File: src/rtl/clk_div_pkg.sv
// Shared constants and helpers for the multi-channel clock/tick divider.
package clk_div_pkg;

  localparam int DIV_MIN   = 2;
  localparam int CNT_W_DEF = 26;

  // Callers cast to and from 32 bits, so counters must be at most 32 bits wide.
  function automatic logic [31:0] ceil_half(input logic [31:0] n);
    return (n >> 1) + {31'd0, n[0]};
  endfunction

  function automatic logic [31:0] clamp_div(input logic [31:0] n);
    return (n < 32'(DIV_MIN)) ? 32'(DIV_MIN) : n;
  endfunction

endpackage

File: src/rtl/clk_div_chan.sv
// One divider channel: counter, active/shadow divisor, pending flag, tick and square-wave registers.
// With CLKDIV_DUTY_EN defined, the square-wave high time is loaded alongside the divisor.
module clk_div_chan
  import clk_div_pkg::*;
#(
  parameter int CNT_W   = CNT_W_DEF,
  parameter int DEF_DIV = 50_000_000
) (
  input  logic             CLK_50M,
  input  logic             nCLR,
  input  logic             i_en,
  input  logic             i_sync_clr,
  input  logic             i_wr,
  input  logic [CNT_W-1:0] i_div,
`ifdef CLKDIV_DUTY_EN
  input  logic [CNT_W-1:0] i_hi,
`endif
  output logic             o_tick,
  output logic             o_sq,
  output logic             o_pending
);

  localparam logic [CNT_W-1:0] DEF_N = CNT_W'(DEF_DIV);
  localparam logic [CNT_W-1:0] DEF_H = CNT_W'(ceil_half(32'(DEF_DIV)));

  logic [CNT_W-1:0] r_cnt, r_div, r_shadow;
  logic             r_pending, r_tick, r_sq;
  logic             w_hold, w_wrap, w_apply, w_sq_nxt;
  logic [CNT_W-1:0] w_div_nxt, w_hi_nxt, w_cnt_nxt;
`ifdef CLKDIV_DUTY_EN
  logic [CNT_W-1:0] r_hi, r_shadow_hi;
`endif

  always_comb begin
    w_hold    = !i_en || i_sync_clr;
    w_wrap    = (r_cnt == r_div - CNT_W'(1));
    // The shadow only lands where the count restarts, so a period is never cut short.
    w_apply   = r_pending && (w_hold || w_wrap);
    w_div_nxt = w_apply ? r_shadow : r_div;
`ifdef CLKDIV_DUTY_EN
    w_hi_nxt  = w_apply ? r_shadow_hi : r_hi;
`else
    w_hi_nxt  = CNT_W'(ceil_half(32'(w_div_nxt)));
`endif
    w_cnt_nxt = (w_hold || w_wrap) ? '0 : r_cnt + CNT_W'(1);
    // Extra bit keeps cnt + H from wrapping when H >= N.
    w_sq_nxt  = !w_hold &&
                (({1'b0, w_cnt_nxt} + {1'b0, w_hi_nxt}) >= {1'b0, w_div_nxt});
  end

  always_ff @(posedge CLK_50M or negedge nCLR) begin
    if (!nCLR) begin
      r_cnt       <= '0;
      r_div       <= DEF_N;
      r_shadow    <= DEF_N;
      r_pending   <= 1'b0;
      r_tick      <= 1'b0;
      r_sq        <= 1'b0;
`ifdef CLKDIV_DUTY_EN
      r_hi        <= DEF_H;
      r_shadow_hi <= DEF_H;
`endif
    end else begin
      r_cnt  <= w_cnt_nxt;
      r_div  <= w_div_nxt;
      r_tick <= !w_hold && w_wrap;
      r_sq   <= w_sq_nxt;
`ifdef CLKDIV_DUTY_EN
      r_hi   <= w_hi_nxt;
`endif
      // A write is only offered while nothing is pending, so it never meets an apply.
      if (i_wr) begin
        r_shadow    <= CNT_W'(clamp_div(32'(i_div)));
`ifdef CLKDIV_DUTY_EN
        r_shadow_hi <= i_hi;
`endif
        r_pending   <= 1'b1;
      end else if (w_apply) begin
        r_pending <= 1'b0;
      end
    end
  end

  assign o_tick    = r_tick;
  assign o_sq      = r_sq;
  assign o_pending = r_pending;

endmodule

File: src/rtl/clk_div_multi.sv
// Multi-channel tick / square-wave generator from CLK_50M with runtime-loadable divisors.
// Define CLKDIV_DUTY_EN to add the cfg_hi high-time input.
module clk_div_multi
  import clk_div_pkg::*;
#(
  parameter int NUM_CH  = 4,
  parameter int CNT_W   = CNT_W_DEF,
  parameter int DEF_DIV = 50_000_000,
  localparam int CH_W   = (NUM_CH > 1) ? $clog2(NUM_CH) : 1
) (
  input  logic              CLK_50M,
  input  logic              nCLR,
  input  logic [NUM_CH-1:0] ch_en,
  input  logic              sync_clr,
  input  logic              cfg_valid,
  input  logic [CH_W-1:0]   cfg_ch,
  input  logic [CNT_W-1:0]  cfg_div,
`ifdef CLKDIV_DUTY_EN
  input  logic [CNT_W-1:0]  cfg_hi,
`endif
  output logic              cfg_ready,
  output logic [NUM_CH-1:0] tick_o,
  output logic [NUM_CH-1:0] sq_o,
  output logic [NUM_CH-1:0] div_pending
);

  logic [NUM_CH-1:0] w_wr;

  // Handshake: a write transfers on a clock edge where cfg_valid && cfg_ready.
  // cfg_ready is low while the addressed channel still holds an unapplied shadow;
  // an out-of-range cfg_ch is always ready and the write is dropped.
  always_comb begin
    cfg_ready = 1'b1;
    for (int i = 0; i < NUM_CH; i++) begin
      if (cfg_ch == CH_W'(i)) cfg_ready = !div_pending[i];
    end
  end

  always_comb begin
    w_wr = '0;
    for (int i = 0; i < NUM_CH; i++) begin
      w_wr[i] = cfg_valid && cfg_ready && (cfg_ch == CH_W'(i));
    end
  end

  for (genvar g = 0; g < NUM_CH; g++) begin : g_ch
    clk_div_chan #(
      .CNT_W   (CNT_W),
      .DEF_DIV (DEF_DIV)
    ) u_chan (
      .CLK_50M    (CLK_50M),
      .nCLR       (nCLR),
      .i_en       (ch_en[g]),
      .i_sync_clr (sync_clr),
      .i_wr       (w_wr[g]),
      .i_div      (cfg_div),
`ifdef CLKDIV_DUTY_EN
      .i_hi       (cfg_hi),
`endif
      .o_tick     (tick_o[g]),
      .o_sq       (sq_o[g]),
      .o_pending  (div_pending[g])
    );
  end

endmodule

File: config.mk
export PLATFORM = sky130hd
export DESIGN_NAME = clk_div_multi
export DESIGN_NICKNAME = d
export VERILOG_FILES = /design/src/rtl/clk_div_pkg.sv /design/src/rtl/clk_div_chan.sv /design/src/rtl/clk_div_multi.sv
export SDC_FILE = /design/constraint.sdc
export NUM_CORES = 1
export LEC_CHECK = 0
export CORE_MARGIN = 8
export CORE_UTILIZATION = 30
export CTS_CLUSTER_SIZE = 14
export DETAILED_ROUTE_END_ITERATION = 8
export HOLD_SLACK_MARGIN = 0.06
export MAX_ROUTING_LAYER = met4
export PLACE_DENSITY_LB_ADDON = 0.15
export SETUP_SLACK_MARGIN = 0.4
export SLEW_MARGIN = 40
export SYNTH_ARGS = -nofsm -noshare
export SYNTH_HDL_FRONTEND = slang
export SYNTH_SLANG_ARGS = --single-unit
File: constraint.sdc
create_clock -name CLK_50M -period 26.6 [get_ports CLK_50M]
set_clock_uncertainty 0.1 [all_clocks]
set_input_delay 3.99 -clock CLK_50M [delete_from_list [all_inputs] [get_ports CLK_50M]]
set_output_delay 3.99 -clock CLK_50M [all_outputs]
set_load 0.02 [all_outputs]
======== After elaboration in Yosys (flattened, before gate mapping) ========
Cells that the tools add are included.
word-level totals
  flip-flop bits (word level) ............. 324
  input bits .............................. 36
  output and inout port bits .............. 13
  logic and storage cells ................. 115
operators by class
  add/sub/neg operators ................... 16
  order comparisons ....................... 5
  equality and inequality tests ........... 7
  muxes and demuxes ....................... 21
  reductions and logical operators ........ 42
operators by type and width
  cell                                                 count
  2-to-1 mux 26 bit                                    9
  adder 26 x 26 -> 27 bit                              4
  greater-or-equal comparator 27 x 26 -> 1 bit         4
  adder 25 x 1 -> 26 bit                               4
  adder 26 x 1 -> 26 bit, second input constant        4
  equality test 26 bit                                 4
  subtractor 26 x 1 -> 26 bit, second input constant   4
  < comparator 26 x 2 -> 1 bit, second input constant  1
  logical AND 1 bit                                    17
  logical NOT 1 bit                                    12
  2-to-1 mux 1 bit                                     12
  logical OR 1 bit                                     8
  nonzero test 2 bit                                   4
  equality test 2 bit, second input constant           2
  equality test 2 x 1 -> 1 bit, second input constant  1
  logical NOT 2 bit                                    1

======== Logic depth before layout (Yosys ltp) ========
Gate-level depths: netlist (run 1).
  depth in word-level cells ............... 9
  mapped depth ............................ 36
  gate-level depth less buffers ........... 35

======== Modules after synthesis ========
From an unflattened synthesis (run 1), not the netlist that was laid out.
second synthesis, totals
  cells, all modules ...................... 2,664
  area total of the unflattened synthesis .. 25,879.8 sq um
by module, submodules not included
  module                              instances  cells an instance  area each (sq um)  seq. area each (sq um)
  clk_div_chan at g_ch[1].u_chan ...  3          666                6,531.3            2,057.0
  clk_div_chan at g_ch[0].u_chan      1          659                6,224.7            2,057.0
  clk_div_multi                       1          7                  61.3               0.0

======== Worst setup path after synthesis (run 1) ========
No wires, ideal clock.
  kind .................................... input-to-reg
  start ................................... input ch_en[1]
  end ..................................... register g_ch[1].u_chan.r_sq
  library setup time ...................... 0.070 ns
  arrival ................................. 9.744 ns
  required time ........................... 26.430 ns
  slack ................................... 16.686 ns
  stages on the path ...................... 27
  cell sequence ........................... inv_1 > nor2_1 > o22ai_4 > buf_4 > nand2_1 > o21ai_0 > fa_1 > fa_1 > a211oi_1 > nor2_1 > o41a_1 > a41o_1 > o41ai_1 > o311a_1 > o21bai_1 > a21o_1 > or4b_1 > nand3_1 > ha_1 > nand2_1 > nor4_1 > nand4_1 > or4_1 > nor3_1 > o21a_1 > o21ai_0 > nand3_1
between the ends
  word-level cells in the longest chain between the ends .. 9
  elaborated cells on any way between the ends .. 11
  classes of those cells .................. 2 x add/sub; 1 x order compare; 2 x mux; 6 x reduce/logical
ends and longest elaborated chain
  item                                              line                 source
  start: declaration                                clk_div_multi.sv:13  input logic [NUM_CH-1:0] ch_en,
  logical NOT 1 bit (*)                             clk_div_chan.sv:35   w_hold = !i_en || i_sync_clr;
  logical OR 1 bit (*)                              clk_div_chan.sv:35
  logical OR 1 bit (*)                              clk_div_chan.sv:38   w_apply = r_pending && (w_hold || w_wrap);
  logical AND 1 bit (*)                             clk_div_chan.sv:38
  2-to-1 mux 26 bit (*)                             clk_div_chan.sv:39   w_div_nxt = w_apply ? r_shadow : r_div;
  named net g_ch[1].u_chan.w_div_nxt[0]             clk_div_chan.sv:29   logic [CNT_W-1:0] w_div_nxt, w_hi_nxt, w_cnt_nxt;
  adder 25 x 1 -> 26 bit                            clk_div_pkg.sv:9     return (n >> 1) + {31'd0, n[0]};
  adder 26 x 26 -> 27 bit                           clk_div_chan.sv:48   (({1'b0, w_cnt_nxt} + {1'b0, w_hi_nxt}) >= {1'b0, w_div_nxt});
  greater-or-equal comparator 27 x 26 -> 1 bit (*)  clk_div_chan.sv:48
  logical AND 1 bit (*)                             clk_div_chan.sv:47   w_sq_nxt = !w_hold &&
  named net g_ch[1].u_chan.w_sq_nxt                 clk_div_chan.sv:28   logic w_hold, w_wrap, w_apply, w_sq_nxt;
  end signal: assignment                            clk_div_chan.sv:67   r_sq <= w_sq_nxt;
  end: declaration                                  clk_div_chan.sv:27   logic r_pending, r_tick, r_sq;
Mark *: on every way through the listed nets, which the timed path passes. The rest lies on a longest branch.
A chain may end at the register's enable or synchronous reset.

======== Final worst setup path (run 1) ========
  start ................................... input sync_clr
  end ..................................... register g_ch[3].u_chan.r_sq
between the ends
  word-level cells in the longest chain between the ends .. 8
  elaborated cells on any way between the ends .. 10
  classes of those cells .................. 2 x add/sub; 1 x order compare; 2 x mux; 5 x reduce/logical
ends and longest elaborated chain
  item                                              line                 source
  start: declaration                                clk_div_multi.sv:14  input logic sync_clr,
  logical OR 1 bit (*)                              clk_div_chan.sv:35
  logical OR 1 bit (*)                              clk_div_chan.sv:38
  logical AND 1 bit (*)                             clk_div_chan.sv:38
  2-to-1 mux 26 bit (*)                             clk_div_chan.sv:39
  named net g_ch[3].u_chan.w_div_nxt[0]             clk_div_chan.sv:29
  adder 25 x 1 -> 26 bit                            clk_div_pkg.sv:9
  adder 26 x 26 -> 27 bit                           clk_div_chan.sv:48
  greater-or-equal comparator 27 x 26 -> 1 bit (*)  clk_div_chan.sv:48
  logical AND 1 bit (*)                             clk_div_chan.sv:47
  named net g_ch[3].u_chan.w_sq_nxt                 clk_div_chan.sv:28
  end signal: assignment                            clk_div_chan.sv:67
  end: declaration                                  clk_div_chan.sv:27
Marked as above.

==> flow_results.xml, run 1 <==
<?xml version="1.0" encoding="UTF-8"?>
<metrics>
  <group name="worst_setup_path">
    <metric name="r2r_start" unit="">g_ch[1].u_chan.r_div[3]$_DFF_PN0_</metric>
    <metric name="worst_r2r_endpoint" unit="">g_ch[1].u_chan.o_sq$_DFF_PN0_</metric>
    <metric name="max_stage_delay" unit="ps">760</metric>
    <metric name="worstPathMaxFanout" unit="">26</metric>
    <metric name="required" unit="ps">26970</metric>
    <metric name="endpoint_kind" unit="">register</metric>
    <metric name="worst_r2r_path_depth" unit="">30</metric>
    <metric name="critical-path-slowest-cell" unit="">a311oi_1</metric>
    <metric name="critPathLaunchType" unit="">primary input</metric>
    <metric name="worst-endpoint-arrival" unit="ps">11910</metric>
    <metric name="timing_worst_setup_path_type" unit="">in2reg</metric>
    <metric name="regToRegSetupSlack" unit="ps">16880</metric>
  </group>
  <group name="floorplan">
    <metric name="die_x" unit="um">302</metric>
    <metric name="fp.coreArea" unit="um^2">81600</metric>
    <metric name="dieArea" unit="um^2">91200</metric>
    <metric name="io_pins" unit="">49</metric>
    <metric name="die_h" unit="um">302</metric>
    <metric name="placement_rows" unit="">105</metric>
    <metric name="initial_cell_density_of_the_core" unit="%">30.1</metric>
  </group>
  <group name="pwr">
    <metric name="cellPowerDensity" unit="nW/um^2">84.9</metric>
    <metric name="ir_worst_vdd" unit="mV">0.0427</metric>
    <metric name="fin_total_pwr" unit="W">0.00235</metric>
    <metric name="static-leakage-power" unit="nW">12.5</metric>
  </group>
  <group name="synthesis">
    <metric name="synthesis.yosys.warnings" unit="">0</metric>
    <metric name="summed_instance_area_of_the_synthesized_netlist" unit="um^2">24500</metric>
    <metric name="synth.top_cells.by_count" unit="">nand2_1, nor2_1, dfrtp_1, ha_1, xnor2_1</metric>
    <metric name="postSynth.asyncResetShare" unit="%">100</metric>
    <metric name="synth_area_per_cell" unit="um^2">9.05</metric>
    <metric name="yosysSeqAreaShare" unit="%">33.5</metric>
    <metric name="synth.lib_cells_used.distinct" unit="">99</metric>
    <metric name="synth_top_area_share" unit="%">23.3</metric>
    <metric name="synth.net_count" unit="">2967</metric>
    <metric name="edff_count_synth" unit="">0</metric>
    <metric name="yosysMostFrequentCell" unit="">nand2_1</metric>
    <metric name="synth-seq-cells" unit="">324</metric>
    <metric name="synth_area_leaders" unit="">dfrtp_1, ha_1, dfstp_2</metric>
    <metric name="dominantRegCellSynth" unit="">dfrtp_1</metric>
    <metric name="postSynthCellCount" unit="">2711</metric>
    <metric name="post-synth-top-area-cell" unit="">dfrtp_1</metric>
  </group>
  <group name="global_route">
    <metric name="first_global_vias" unit="">20200</metric>
    <metric name="grt_antenna_before_repair" unit="">2</metric>
    <metric name="grt_start_max_net_pins" unit="">97</metric>
    <metric name="grt_overflow_total" unit="">0</metric>
    <metric name="grt_first_pass_wirelength" unit="um">119000</metric>
    <metric name="grt_util_all_layers" unit="%">17.1</metric>
  </group>
  <group name="drt">
    <metric name="drt_drc_violations_left" unit="">0</metric>
    <metric name="wl_per_cell" unit="um">19.8</metric>
    <metric name="route.detailed.vias_per_inst" unit="">5.18</metric>
    <metric name="drt_first_iter_violations" unit="">916</metric>
    <metric name="wl" unit="um">76300</metric>
    <metric name="final_antenna_net_count" unit="">0</metric>
    <metric name="drtPass1Iterations" unit="">5</metric>
    <metric name="detailroute.via_count" unit="">19900</metric>
  </group>
  <group name="final_layout">
    <metric name="final_core_utilization" unit="%">33.9</metric>
    <metric name="layout-drive-gt1-share" unit="%">11.7</metric>
    <metric name="antenna_cells" unit="">0</metric>
    <metric name="layout_overhead_on_the_synthesized_area" unit="%">12.7</metric>
    <metric name="nNetsFinal" unit="">2994</metric>
  </group>
  <group name="clocking">
    <metric name="cts-root-to-sink-buffers" unit="">3</metric>
    <metric name="clock_latency_on_the_worst_skew_pair" unit="ps">570</metric>
    <metric name="clock_buffer_count_from_cts" unit="">42</metric>
    <metric name="tritoncts" unit="">yes</metric>
    <metric name="cts_root_buffer" unit="">clkbuf_16</metric>
    <metric name="cts_hold_buffers" unit="">0</metric>
    <metric name="cts_setup_buffers" unit="">0</metric>
    <metric name="cts.htree.levels" unit="">2</metric>
    <metric name="clk_pin_slew" unit="ps">60</metric>
    <metric name="cts_resized" unit="">0</metric>
    <metric name="cts_sinks" unit="">324</metric>
  </group>
  <group name="timing">
    <metric name="timing.final.crit_share" unit="%">43.4</metric>
    <metric name="setup_viol_count_final" unit="">0</metric>
    <metric name="final_hold_viol_count" unit="">0</metric>
    <metric name="min_period" unit="ps">11540</metric>
    <metric name="max_clock_freq" unit="GHz">0.0866</metric>
    <metric name="worst_pin_slew" unit="ps">820</metric>
    <metric name="grt_setup_unrepaired" unit="">false</metric>
    <metric name="final.hold.worst_slack" unit="ps">357</metric>
    <metric name="finalMaxSlewViolations" unit="">0</metric>
    <metric name="slew_headroom" unit="%">45.0</metric>
    <metric name="finalSetupTns" unit="ps">0</metric>
  </group>
  <group name="job">
    <metric name="maxCapViolations" unit="">0</metric>
  </group>
  <group name="min_path">
    <metric name="worstHoldPathType" unit="">reg2reg</metric>
    <metric name="worst_hold_startpoint" unit="">g_ch[1].u_chan.r_shadow[7]$_DFFE_PN1P_</metric>
    <metric name="hold-path-endpoint" unit="">g_ch[1].u_chan.r_shadow[7]$_DFFE_PN1P_</metric>
    <metric name="hold_path_depth" unit="">2</metric>
  </group>
  <group name="placed_design">
    <metric name="dp_hpwl" unit="um">59400</metric>
    <metric name="place.port_buffers" unit="">48</metric>
    <metric name="gp_routability_congestion" unit="">0.904</metric>
  </group>
  <group name="run_status">
    <metric name="result_of_the_run" unit="">finished clean</metric>
  </group>
</metrics>
==> layer usage <==
metal,vias up,GRT usage [%],share of wire (%)
met5,-,-,0
met4,0,5.05,2.9
met3,107,2.55,4.3
met2,369,26.5,44
met1,9708,23.1,49
li1,9727,-,-
==> worst max-delay path by stage <==
| stage | start | to | slack [ps] | cells past startpoint |
|---|---|---|---|---|
| 2_1_floorplan | ch_en[1] | g_ch[1].u_chan.o_sq$_DFF_PN0_ | 16690 | 27 |
| 3_3_place_gp | sync_clr | g_ch[1].u_chan.o_sq$_DFF_PN0_ | 14670 | 26 |
| 3_5_place_dp | sync_clr | g_ch[3].u_chan.o_sq$_DFF_PN0_ | 14640 | 26 |
| 4_1_cts | sync_clr | g_ch[3].u_chan.o_sq$_DFF_PN0_ | 15190 | 26 |
| 5_1_grt | sync_clr | g_ch[3].u_chan.o_sq$_DFF_PN0_ | 14630 | 27 |
| 6_report | sync_clr | g_ch[3].u_chan.o_sq$_DFF_PN0_ | 15060 | 26 |
==> stage by stage <==
stage                     area (um^2)  cells  worst slack (ps)
after CTS                       27600   3840             15190
final                           27600   3842             15060
after floorplan                 24500   2711             16690
after detailed placement        26200   3762             14640
after global placement          26100   3758             14670
after global routing            27600   3842             14630
==> area by class of cell <==
| cell class | instances | area, um^2 |
|---|---|---|
| clock buffers | 56 | 1220 |
| clock inverters | 22 | 215 |
| fillers | 8424 | 53900 |
| inverters | 160 | 601 |
| multi-input cells | 2139 | 15300 |
| flip-flops and latches | 324 | 8230 |
| well taps | 1070 | 1340 |
| repair buffers | 71 | 742 |
==> flip-flops by register name, summed over array words and instances (netlist names) <==
name / flops
g_ch.u_chan.o_sq: 4
g_ch.u_chan.o_tick: 4
g_ch.u_chan.r_div: 104
g_ch.u_chan.r_cnt: 104
g_ch.u_chan.r_shadow: 104
g_ch.u_chan.o_pending: 4
==> worst max-delay path, delay by kind of cell <==
kind	cells	cell delay [ps]
compound gates	10	2590
xor+xnor	1	80
fa+ha+maj	3	1210
buf+inv	2	1170
mux	1	440
simple gates	9	2400
==> where the power goes <==
group	internal (W)	switching, W	total, W
logic	0.000423	0.000555	0.000978
registers	0.000621	0.000156	0.000777
clock network	0.000353	0.000240	0.000593
==> logic make-up (layout without fill, tap and decap cells) <==
logic type / after synthesis / count (layout) / synth area share, %
AOI/OAI and AO/OA: 464 / 464 / 12.9
xor gates and xnor gates: 299 / 299 / 10.7
adders and majority gates: 220 / 220 / 11.5
buffers and inverters: 248 / 309 / 4.30
DFF: 324 / 324 / 33.5
muxes: 158 / 158 / 6.72
and+or+nand+nor: 998 / 998 / 20.4
==> layout by cell type, fill, tap and decap left out, types with 77 or more instances in the layout <==
| cell | count |
|---|---|
| mux2i_1 | 105 |
| nand2_1 | 271 |
| xor2_1 | 126 |
| ha_1 | 212 |
| xnor2_1 | 173 |
| nand3_1 | 92 |
| dfstp_2 | 96 |
| dfrtp_1 | 228 |
| inv_1 | 137 |
| nor2_1 | 247 |
| a21oi_1 | 104 |
| o21ai_0 | 77 |
No activity file was read; power rests on OpenSTA's default activity.
==> run 2, diff against run 1 <==
==> constraint.sdc (replaced) <==
create_clock -name CLK_50M -period 11.45 [get_ports CLK_50M]
set_clock_uncertainty 0.1 [all_clocks]
set_input_delay 1.7175 -clock CLK_50M [delete_from_list [all_inputs] [get_ports CLK_50M]]
set_output_delay 1.7175 -clock CLK_50M [all_outputs]
set_load 0.02 [all_outputs]
==> flow_results.xml, run 2 (synthesis results as in run 1) <==
<?xml version="1.0" encoding="UTF-8"?>
<metrics>
  <group name="global_route">
    <metric name="grt_first_pass_wirelength" unit="um">119000</metric>
    <metric name="grt_util_all_layers" unit="%">17.1</metric>
    <metric name="first_global_vias" unit="">19900</metric>
    <metric name="grt_antenna_before_repair" unit="">3</metric>
    <metric name="grt_overflow_total" unit="">0</metric>
    <metric name="grt_start_max_net_pins" unit="">129</metric>
  </group>
  <group name="clocking">
    <metric name="clock_latency_on_the_worst_skew_pair" unit="ps">580</metric>
    <metric name="clk_pin_slew" unit="ps">60</metric>
    <metric name="clock_buffer_count_from_cts" unit="">43</metric>
    <metric name="cts_hold_buffers" unit="">0</metric>
    <metric name="cts_setup_buffers" unit="">0</metric>
    <metric name="cts-root-to-sink-buffers" unit="">3</metric>
    <metric name="cts_sinks" unit="">324</metric>
    <metric name="cts_root_buffer" unit="">clkbuf_16</metric>
    <metric name="tritoncts" unit="">yes</metric>
    <metric name="cts.htree.levels" unit="">2</metric>
    <metric name="cts_resized" unit="">0</metric>
  </group>
  <group name="worst_setup_path">
    <metric name="critical-path-slowest-cell" unit="">or4_1</metric>
    <metric name="worst-endpoint-arrival" unit="ps">9880</metric>
    <metric name="worst_r2r_endpoint" unit="">g_ch[1].u_chan.o_sq$_DFF_PN0_</metric>
    <metric name="crit_path_to" unit="">g_ch[1].u_chan.o_sq$_DFF_PN0_</metric>
    <metric name="crit_family" unit="">simple AND/OR/NAND/NOR gates</metric>
    <metric name="worst-path-stages" unit="">29</metric>
    <metric name="timing.critical_path.from" unit="">g_ch[1].u_chan.r_div[3]$_DFF_PN0_</metric>
    <metric name="critPathLaunchType" unit="">register</metric>
    <metric name="critical_path.n_buffers_inverters" unit="">0</metric>
    <metric name="worstPathMaxFanout" unit="">11</metric>
    <metric name="regToRegSetupSlack" unit="ps">1980</metric>
    <metric name="max_stage_delay" unit="ps">710</metric>
    <metric name="r2r_start" unit="">g_ch[1].u_chan.r_div[3]$_DFF_PN0_</metric>
    <metric name="endpoint_kind" unit="">register</metric>
    <metric name="worst_r2r_path_depth" unit="">29</metric>
    <metric name="timing_worst_setup_path_type" unit="">reg2reg</metric>
    <metric name="required" unit="ps">11860</metric>
  </group>
  <group name="drt">
    <metric name="wl" unit="um">77200</metric>
    <metric name="final_antenna_net_count" unit="">0</metric>
    <metric name="drt_drc_violations_left" unit="">0</metric>
    <metric name="drt_first_iter_violations" unit="">1232</metric>
    <metric name="detailroute.via_count" unit="">20000</metric>
    <metric name="route.detailed.vias_per_inst" unit="">5.22</metric>
    <metric name="drtPass1Iterations" unit="">5</metric>
    <metric name="wl_per_cell" unit="um">20.1</metric>
  </group>
  <group name="min_path">
    <metric name="hold_path_depth" unit="">2</metric>
    <metric name="worstHoldPathType" unit="">reg2reg</metric>
  </group>
  <group name="timing">
    <metric name="finalWorstSetupSlack" unit="ps">1980</metric>
    <metric name="worst_pin_slew" unit="ps">793</metric>
    <metric name="grt_setup_unrepaired" unit="">false</metric>
    <metric name="slew_headroom" unit="%">47.0</metric>
    <metric name="setup_viol_count_final" unit="">0</metric>
    <metric name="final_hold_viol_count" unit="">0</metric>
    <metric name="max_clock_freq" unit="GHz">0.106</metric>
    <metric name="min_period" unit="ps">9470</metric>
    <metric name="timing.final.crit_share" unit="%">82.7</metric>
    <metric name="finalMaxSlewViolations" unit="">0</metric>
    <metric name="finalSetupTns" unit="ps">0</metric>
  </group>
  <group name="final_layout">
    <metric name="final_common_cell" unit="">nand2_1</metric>
    <metric name="reg.largest.list" unit="">g_ch.u_chan.r_cnt (104), g_ch.u_chan.r_div (104), g_ch.u_chan.r_shadow (104)</metric>
    <metric name="layout.filler_cells" unit="">8360</metric>
    <metric name="final_area" unit="um^2">27600</metric>
    <metric name="nNetsFinal" unit="">2990</metric>
    <metric name="layout_overhead_on_the_synthesized_area" unit="%">12.6</metric>
    <metric name="stdcell_count" unit="">3840</metric>
    <metric name="layout.cells.most_common_list" unit="">nand2_1, nor2_1, dfrtp_1, ha_1, xnor2_1</metric>
    <metric name="layout-drive-gt1-share" unit="%">11.4</metric>
  </group>
  <group name="floorplan">
    <metric name="die_x" unit="um">302</metric>
    <metric name="io_pins" unit="">49</metric>
    <metric name="dieArea" unit="um^2">91200</metric>
    <metric name="placement_rows" unit="">105</metric>
    <metric name="die_h" unit="um">302</metric>
    <metric name="fp.coreArea" unit="um^2">81600</metric>
    <metric name="initial_cell_density_of_the_core" unit="%">30.1</metric>
  </group>
  <group name="placed_design">
    <metric name="pre_cts_slack" unit="ps">1840</metric>
    <metric name="placedCellCount" unit="">3759</metric>
    <metric name="place.port_buffers" unit="">48</metric>
    <metric name="dp_hpwl" unit="um">60200</metric>
    <metric name="gp_routability_congestion" unit="">0.917</metric>
    <metric name="post_dp_cell_area" unit="um^2">26100</metric>
  </group>
  <group name="pwr">
    <metric name="cellPowerDensity" unit="nW/um^2">200</metric>
    <metric name="static-leakage-power" unit="nW">12.5</metric>
    <metric name="ir_worst_vdd" unit="mV">0.108</metric>
  </group>
  <group name="run_status">
    <metric name="result_of_the_run" unit="">finished clean</metric>
  </group>
  <group name="job">
    <metric name="maxCapViolations" unit="">0</metric>
  </group>
</metrics>
## run 2: cell count changes in the layout (fill, tap and decap cells not counted), sizes merged
cell    before  now
bufinv       3    5
clkbuf      56   60
buf         24   19
diode        0    1
clkinv      13    9
## run 2: worst min path at each step
stage / start / end / slack, ps
3_5_place_dp: g_ch[1].u_chan.r_shadow[15]$_DFFE_PN1P_ / g_ch[1].u_chan.r_shadow[15]$_DFFE_PN1P_ / 360
6_report: g_ch[2].u_chan.r_shadow[17]$_DFFE_PN1P_ / g_ch[2].u_chan.r_shadow[17]$_DFFE_PN1P_ / 360
3_3_place_gp: g_ch[2].u_chan.r_shadow[17]$_DFFE_PN1P_ / g_ch[2].u_chan.r_shadow[17]$_DFFE_PN1P_ / 350
5_1_grt: g_ch[2].u_chan.r_shadow[7]$_DFFE_PN1P_ / g_ch[2].u_chan.r_shadow[7]$_DFFE_PN1P_ / 380
2_1_floorplan: g_ch[2].u_chan.r_shadow[12]$_DFFE_PN1P_ / g_ch[2].u_chan.r_shadow[12]$_DFFE_PN1P_ / 340
4_1_cts: g_ch[1].u_chan.r_shadow[15]$_DFFE_PN1P_ / g_ch[1].u_chan.r_shadow[15]$_DFFE_PN1P_ / 370
## run 2: cell type report
cell class	count	area, um^2	share of cell area (%)
Inverter	160	601	2.17
Tap cell	1070	1340	4.84
Antenna cell	1	2.50	0.00906
Timing Repair Buffer	66	677	2.45
Clock inverter	20	256	0.928
Multi-Input combinational cell	2139	15300	55.3
Sequential cell	324	8230	29.8
Clock buffer	60	1240	4.49
## run 2: metal layers
metal  up-vias  routed length [um]  global-route usage [%]
li1       9718                   -                       -
met1      9804               37200                    23.3
met2       409               35000                    27.0
met3       100                3320                    2.39
met4         0                1670                    4.08
met5         -                   0                       -
## run 2: worst register-to-register path: cells and delay by family, from the launching register on
kind	cells	cell delay, ps
AND/OR/NAND/NOR	14	4670
adder cells (fa/ha/maj)	3	1180
XOR/XNOR	1	150
flip-flops	1	490
AO/OA/AOI/OAI	11	2810
## run 2: power breakdown
part           total [W]  switching (W)  internal, W
clock network    0.00143       0.000558     0.000872
registers        0.00181       0.000365      0.00144
logic            0.00228        0.00130     0.000979
## run 2: through the flow
step,hold WS [ps],power [W],util [%]
6_report,359,0.00552,33.9
5_1_grt,380,0.00591,33.9
4_1_cts,365,0.00557,33.9
3_5_place_dp,355,0.00408,32.0
3_3_place_gp,351,0.00407,31.9
2_1_floorplan,339,0.00338,-
